<file path="src/rtl/iter_divider_pkg.sv">
// Shared types and constants for the iterative radix-2 restoring divider.
package iter_divider_pkg;

  typedef enum logic [1:0] {
    IDLE = 2'd0,
    CALC = 2'd1,
    FIX  = 2'd2,
    DONE = 2'd3
  } div_state_t;

  localparam int DIV_WIDTH = 32;
  localparam int CNT_W     = $clog2(DIV_WIDTH);

  localparam logic [DIV_WIDTH-1:0] DIV_ZERO_Q = {DIV_WIDTH{1'b1}};
  localparam logic [DIV_WIDTH-1:0] MIN_INT    = {1'b1, {(DIV_WIDTH-1){1'b0}}};

endpackage

</file>
<file path="src/rtl/iter_divider_universal_adder.sv">
// Add/subtract unit: mode=1 computes a-b as a+~b+1; carry=1 means no borrow.
module universal_adder #(
  parameter int DATAWIDTH = 33
) (
  input  logic [DATAWIDTH-1:0] a,
  input  logic [DATAWIDTH-1:0] b,
  input  logic                 mode,
  output logic [DATAWIDTH-1:0] out,
  output logic                 carry,
  output logic                 overflow
);

  logic [DATAWIDTH-1:0] b_eff;

  assign b_eff          = mode ? ~b : b;
  assign {carry, out}   = {1'b0, a} + {1'b0, b_eff} + {{DATAWIDTH{1'b0}}, mode};
  assign overflow       = (a[DATAWIDTH-1] == b_eff[DATAWIDTH-1]) &&
                          (out[DATAWIDTH-1] != a[DATAWIDTH-1]);

endmodule

</file>
<file path="src/rtl/iter_divider.sv">
// Multi-cycle restoring divider (DIV/DIVU/REM/REMU) with valid/ready handshakes on both sides.
module iter_divider
  import iter_divider_pkg::*;
#(
  parameter int DATAWIDTH = DIV_WIDTH
) (
  input  logic                 clk,
  input  logic                 rst,
  input  logic                 in_valid,
  output logic                 in_ready,
  input  logic [DATAWIDTH-1:0] a,
  input  logic [DATAWIDTH-1:0] b,
  input  logic                 is_signed,
  output logic                 out_valid,
  input  logic                 out_ready,
  output logic [DATAWIDTH-1:0] quotient,
  output logic [DATAWIDTH-1:0] remainder
);

  localparam int CW = $clog2(DATAWIDTH);
  localparam logic [DATAWIDTH-1:0] ALL_ONES = {DATAWIDTH{1'b1}};
  localparam logic [DATAWIDTH-1:0] MIN_VAL  = {1'b1, {(DATAWIDTH-1){1'b0}}};
  localparam logic [CW-1:0]        LAST_CNT = CW'(DATAWIDTH - 1);

  div_state_t state, state_next;

  logic [CW-1:0]        counter;
  logic [DATAWIDTH-1:0] dvd;      // dividend shifting out, quotient shifting in
  logic [DATAWIDTH-1:0] rem;
  logic [DATAWIDTH-1:0] divisor;
  logic                 q_neg, r_neg;

  logic                 accept, a_neg, b_neg, div_zero, sig_ovf;
  logic [DATAWIDTH:0]   shifted, adder_out;
  logic                 adder_carry;

  assign in_ready  = (state == IDLE);
  assign out_valid = (state == DONE);
  assign accept    = in_valid && in_ready;
  assign a_neg     = is_signed && a[DATAWIDTH-1];
  assign b_neg     = is_signed && b[DATAWIDTH-1];
  assign div_zero  = (b == '0);
  assign sig_ovf   = is_signed && (a == MIN_VAL) && (b == ALL_ONES);
  assign shifted   = {rem, dvd[DATAWIDTH-1]};

  universal_adder #(.DATAWIDTH(DATAWIDTH + 1)) u_adder (
    .a        (shifted),
    .b        ({1'b0, divisor}),
    .mode     (1'b1),
    .out      (adder_out),
    .carry    (adder_carry),
    .overflow ()
  );

  always_comb begin
    state_next = state;
    case (state)
      IDLE: if (accept) state_next = (div_zero || sig_ovf) ? DONE : CALC;
      CALC: if (counter == LAST_CNT) state_next = FIX;
      FIX:  state_next = DONE;
      DONE: if (out_ready) state_next = IDLE;
      default: state_next = IDLE;
    endcase
  end

  always_ff @(posedge clk) begin
    if (rst) state <= IDLE;
    else     state <= state_next;
  end

  always_ff @(posedge clk) begin
    if (rst) begin
      counter   <= '0;
      dvd       <= '0;
      rem       <= '0;
      divisor   <= '0;
      q_neg     <= 1'b0;
      r_neg     <= 1'b0;
      quotient  <= '0;
      remainder <= '0;
    end else begin
      case (state)
        IDLE: if (accept) begin
          dvd     <= a_neg ? (~a + 1'b1) : a;
          divisor <= b_neg ? (~b + 1'b1) : b;
          q_neg   <= a_neg ^ b_neg;
          r_neg   <= a_neg;
          rem     <= '0;
          counter <= '0;
          if (div_zero) begin
            quotient  <= ALL_ONES;
            remainder <= a;
          end else if (sig_ovf) begin
            quotient  <= MIN_VAL;
            remainder <= '0;
          end
        end
        CALC: begin
          rem     <= adder_carry ? adder_out[DATAWIDTH-1:0] : shifted[DATAWIDTH-1:0];
          dvd     <= {dvd[DATAWIDTH-2:0], adder_carry};
          counter <= counter + 1'b1;
        end
        FIX: begin
          quotient  <= q_neg ? (~dvd + 1'b1) : dvd;
          remainder <= r_neg ? (~rem + 1'b1) : rem;
        end
        default: ;
      endcase
    end
  end

endmodule

</file>
<file path="config.mk">
export PLATFORM = sky130hd
export DESIGN_NAME = iter_divider
export DESIGN_NICKNAME = d
export VERILOG_FILES = /design/src/rtl/iter_divider_pkg.sv /design/src/rtl/iter_divider_universal_adder.sv /design/src/rtl/iter_divider.sv
export SDC_FILE = /design/constraint.sdc
export NUM_CORES = 1
export LEC_CHECK = 0
export BUFFER_PORTS_ARGS = -buffer_cell sky130_fd_sc_hd__buf_2
export CORE_MARGIN = 5
export CORE_UTILIZATION = 35
export DETAILED_ROUTE_END_ITERATION = 8
export PLACE_DENSITY = 0.61
export SYNTH_ARGS = -nofsm -noshare
export SYNTH_HDL_FRONTEND = slang
export SYNTH_SLANG_ARGS = --single-unit
</file>
<file path="constraint.sdc">
create_clock -name clk -period 5.9 [get_ports clk]
set_clock_uncertainty 0.2 [all_clocks]
set_input_delay 0.59 -clock clk [delete_from_list [all_inputs] [get_ports clk]]
set_output_delay 0.59 -clock clk [all_outputs]
set_load 0.01 [all_outputs]
</file>
==> results of run 1 <==
## flip-flops by register name (all words and copies together), names as in the netlist, 2 cells and up
register and count:
counter 5, divisor 32, dvd 32, quotient 32
rem 32, remainder 32, state 2
## critical path, stage by stage, from the launching register on
cell and delay, ns:
dfxtp_1 0.44, inv_1 0.07, ha_1 0.26, nor2b_1 0.14
o31a_1 0.29, o31ai_1 0.47, o31ai_1 0.24, o2111ai_1 0.36
a21oi_1 0.15, nor2_2 0.30, buf_4 0.44, mux2_2 0.38
o21ai_0 0.15
## per-layer routing
layer / up-vias / track usage, % / share of wire, %
met5: - / 0 / 0
met4: 0 / 5.61 / 2.1
met3: 45 / 2.56 / 5.5
met2: 288 / 28.4 / 45
met1: 4863 / 24.3 / 47
li1: 5440 / - / -
## power groups by stage
stage                     clock network, uW  logic, uW  registers [uW]
after CTS                              1180       1860            1500
final                                  1160       1860            1500
after detailed placement                  0       1850            1530
after global placement                    0       1830            1520
after global routing                   1230       2080            1530
after floorplan                           0       1390            1490
## final timing paths
kind | from | endpoint | slack [ns] | depth (start not counted)
min reg2reg | quotient[17] | quotient[17] | 0.27 | 2
min | quotient[17] | quotient[17] | 0.27 | 2
max reg2reg | divisor[1] | rem[0] | 1.91 | 12
max | divisor[1] | rem[0] | 1.91 | 12
## final cells by class
cell class / instances / share of cell area (%)
clock inverter: 10 / 1.13
timing repair buffer: 151 / 6.33
tap: 402 / 3.92
antenna: 6 / 0.117
clock buffer: 20 / 3.48
multi-input combinational: 1144 / 57.0
sequential: 169 / 26.3
inverter: 59 / 1.72
## logic make-up after synthesis
logic type | synth area share [%]
adders and majority gates | 4.97
DFF | 30.1
muxes | 2.35
xor gates and xnor gates | 10.7
buffers and inverters | 5.01
AOI/OAI and AO/OA | 27.1
and+or+nand+nor | 19.8
## layout by cell type, fill, tap and decap left out, types with 33 or more instances in the layout
master	instances
ha_1	42
buf_2	133
a211oi_1	67
dfxtp_1	169
nand2_1	159
nor2_1	128
inv_1	57
xor2_1	38
o21ai_0	121
a21oi_1	97
o211ai_1	33
xnor2_1	99
## through the flow
step                      instances  power (uW)  util (%)
final                          1961        4520      40.6
after global routing           1958        4840      40.6
after CTS                      1955        4550      40.5
after detailed placement       1925        3380      38.7
after global placement         1925        3350      38.7
after floorplan                1461        2880         -
==> out/qor.yml, run 1 <==
finalMaxSlewViolations: 0
gp_congestion: 0.883
grt_first_pass_wirelength_um: 52000
drive_above_1_share_pct: 13.7
clockRootBuffer: "clkbuf_16"
hold_path_class: "register to register"
p_seq_share_pct: 33.3
antenna_found_initial: 3
ys_top_cells_by_area: "dfxtp_1 30%, xnor2_1 7.7%, o21ai_0 5.5%"
grt.total_usage_pct: 17.6
p_clk_share_pct: 25.6
cts.htree.levels: 4
async_reset_ff_share_pct: 0
worstPathMaxFanout: 27
synthTopCellsByCount: "169 x dfxtp_1, 159 x nand2_1, 131 x nor2_1, 123 x o21ai_0, 99 x xnor2_1"
drc: 0
fp-row-count: 65
die_width_um: 189
post_cts_buffers: 0
end_kind: "register"
drt-initial-drc-count: 586
synth-edff-count: 0
drtPass1Iterations: 5
die_h_um: 189
grt_pass1_vias: 9935
sw_frac_of_total_pct: 40.6
antenna_left: 0
setup_tns_ns: 0
grt_overflow_total: 0
vias: 10600
ys_ff_latch: 169
regArea_um2: 3380
hold_viol: 0
start_kind: "register"
timing.fmax_mhz: 251
fin_ws_ns: 1.91
io_buffers: 134
hpwl_um: 24400
pre_cts_slack_ns: 1.59
fin_crit_sh_pct: 67.6
io_pins: 135
rsz0062_at_grt: "false"
relSlewSlack_pct: 38.2
clkSinkCount: 169
power_density_nw_per_um2: 352
multi_input_area_um2: 7310
maxCapViolations: 0
arrival_ns: 4.13
cts_resized: 0
routed_via_density: 5.42
syn_avg_cell_area_um2: 7.69
cts_hold_repair.buffers: 0
drt-total-wl_um: 32200
p_comb_share_pct: 41.2
ys_types: 67
switching_power_uw: 1840
cp.required_ns: 6.05
ys_seq_area_share_pct: 30.1
path_clk_slew_ns: 0.07
design_area_um2: 12800
p_int_uw: 2690
yosys_warnings: 0
crit_type: "register to register"
place_area_um2: 12200
power_leakage_uw: 0.00503
wl_per_cell_um: 16.4
holdWs_ns: 0.268
final_nets: 1655
core-area_um2: 31600
die_area_um2: 35800
irDropWorstVdd_mv: 0.233
start_util_pct: 35.5
cts_tree: "yes"
synth_most_common_cell: "dfxtp_1"
synth_area_um2: 11200
syn2layout_area_growth_pct: 14.3
worst_pin_slew_ns: 0.926
syn_nets: 1574
ys.flop_type: "dfxtp_1"
synth_top_area_share_pct: 30.1
clockBufferDepth: 2
yosysTopAreaCell: "dfxtp_1"
synthCells: 1461
setup_violations: 0
grt_max_degree: 75
status: "finished clean"
period_minus_slack_ns: 3.99
cts_buffers: 17
filler_cell_count: 3267
clk_latency_ns: 0.43
Power figures use the tool's default switching activity.
==> run 2, diff against run 1 <==
--- a/config.mk
+++ b/config.mk
@@ -9,7 +9,7 @@
 export CORE_MARGIN = 5
 export CORE_UTILIZATION = 35
 export DETAILED_ROUTE_END_ITERATION = 8
-export PLACE_DENSITY = 0.61
+export PLACE_DENSITY = 0.62
 export SYNTH_ARGS = -nofsm -noshare
 export SYNTH_HDL_FRONTEND = slang
 export SYNTH_SLANG_ARGS = --single-unit
==> constraint.sdc (replaced) <==
create_clock -name clk -period 3.5 [get_ports clk]
set_clock_uncertainty 0.2 [all_clocks]
set_input_delay 0.35 -clock clk [delete_from_list [all_inputs] [get_ports clk]]
set_output_delay 0.35 -clock clk [all_outputs]
set_load 0.01 [all_outputs]
==> out/qor.yml, run 2 (synthesis results as in run 1) <==
core-area_um2: 31600  # unchanged
drc: 0  # unchanged
setup_tns_ns: 0  # unchanged
die_h_um: 189  # unchanged
drtPass1Iterations: 5  # unchanged
worstPathMaxFanout: 5  # -81%
wl_met2_um: 14800  # +1.8%
power_density_nw_per_um2: 584  # +66%
start_util_pct: 35.5  # unchanged
fp-row-count: 65  # unchanged
drt-total-wl_um: 32600  # +1.1%
irDropWorstVdd_mv: 0.429  # +84%
start_kind: "register"
drive_above_1_share_pct: 16.4  # +2.7 points
end_kind: "register"
clkSinkCount: 169  # unchanged
grt.total_usage_pct: 17.9  # +0.26 points
hpwl_um: 25200  # +3.4%
crit_type: "register to register"
die_width_um: 189  # unchanged
path_clk_slew_ns: 0.07  # about the same
final_common_cell: "dfxtp_1"
syn2layout_area_growth_pct: 17.9
maxCapViolations: 0  # unchanged
antenna_found_initial: 0  # -3
vias: 10800  # +1.4%
relSlewSlack_pct: 28.0  # -10 points
clockBufferDepth: 2  # unchanged
cp.required_ns: 3.66  # -2.39 ns
fin_crit_sh_pct: 95.6  # +28 points
wl_met1_um: 15400  # +1.2%
hold_path_class: "primary input to register"
slowest_stage: "or4_4"
final_nets: 1698  # +2.6%
grt_overflow_total: 0  # unchanged
grt_max_degree: 72  # -4.0%
arrival_ns: 3.50  # -0.63 ns
wl_met3_um: 1570  # -12%
routed_via_density: 5.39  # -0.62%
post_cts_buffers: 0  # unchanged
wl_per_cell_um: 16.3  # -0.83%
crit_family: "simple AND/OR/NAND/NOR gates"
power_leakage_uw: 0.00528  # +4.9%
period_minus_slack_ns: 3.35  # -0.642 ns
path_buf_inv: 0  # -2
clockRootBuffer: "clkbuf_16"
cts.htree.levels: 4  # unchanged
finalMaxSlewViolations: 0  # unchanged
slowest_delay_ns: 0.50  # +0.03 ns
io_buffers: 134  # unchanged
antenna_cells: 0  # -6
final_cell_mix: "169 x dfxtp_1, 159 x nand2_1, 133 x buf_2"
io_pins: 135  # unchanged
cts_tree: "yes"
setup_violations: 0  # unchanged
hold_viol: 0  # unchanged
gp_congestion: 0.904  # +2.3%
status: "finished clean"
grt_first_pass_wirelength_um: 52800  # +1.5%
path_cells: "or4_4, or3_4, or3_4, or2_4, or4_4, o31ai_2, xnor2_1, a21oi_1, a211oi_2"
die_area_um2: 35800  # unchanged
worst_pin_slew_ns: 1.08  # +0.154 ns
top_layer_used: "met4"
grt_pass1_vias: 10100  # +2.0%
fin_util_pct: 41.9  # +1.3 points
cts_buffers: 17  # unchanged
antenna_left: 0  # unchanged
timing.fmax_mhz: 299  # +19%
clk_latency_ns: 0.44  # about the same
drt-initial-drc-count: 516  # -12%
rsz0062_at_grt: "false"
-- run 2: path summary, 6_finish.rpt --
path                from      endpoint  slack, ns  depth (start not counted)
max               dvd[6]  quotient[29]       0.15                          9
min                 b[0]    divisor[0]       0.02                          3
max reg2reg       dvd[6]  quotient[29]       0.15                          9
min reg2reg  divisor[31]   divisor[31]       0.26                          2
-- run 2: report_power, final --
group	total (uW)	switching [uW]	internal, uW
Clock	1950	836	1120
Sequential	2530	294	2230
Combinational	3250	2010	1240
-- run 2: final cells by class --
type                    instances  area, um2
clock inverters                12        138
multi-input cells            1144       7330
fillers                      3205      18400
clock buffers                  20        467
inverters                      59        221
flip-flops and latches        169       3380
well taps                     402        503
repair buffers                194       1200
-- run 2: worst reg2reg max path, stage by stage (launching register included) --
cell and delay [ns]:
dfxtp_1 0.36, or4_4 0.50, or3_4 0.35, or3_4 0.40, or2_4 0.26, or4_4 0.48
o31ai_2 0.26, xnor2_1 0.14, a21oi_1 0.09, a211oi_2 0.22
-- run 2: layer usage --
metal	global-route usage (%)	up-vias
li1	-	5521
met1	24.3	4944
met2	28.8	266
met3	2.78	49
met4	6.14	0
met5	0	-
-- run 2: timing repair --
item / in CTS / in global routing
setup endpoints to repair: 0 / 22
hold buffers: 0 / 0
gates resized for setup: 0 / 3
-- run 2: stage by stage --
stage	setup WS, ns	hold WS [ns]	instances	cell area (um2)	total power, uW
after floorplan	0.228	0.232	1461	11200	4860
after global placement	0.0586	0.245	1968	12600	5750
after detailed placement	0.0753	0.252	1968	12600	5800
after CTS	0.0299	0.00320	2000	13200	7750
after global routing	0.00239	0.0308	2000	13200	8260
final	0.155	0.0153	2000	13200	7730
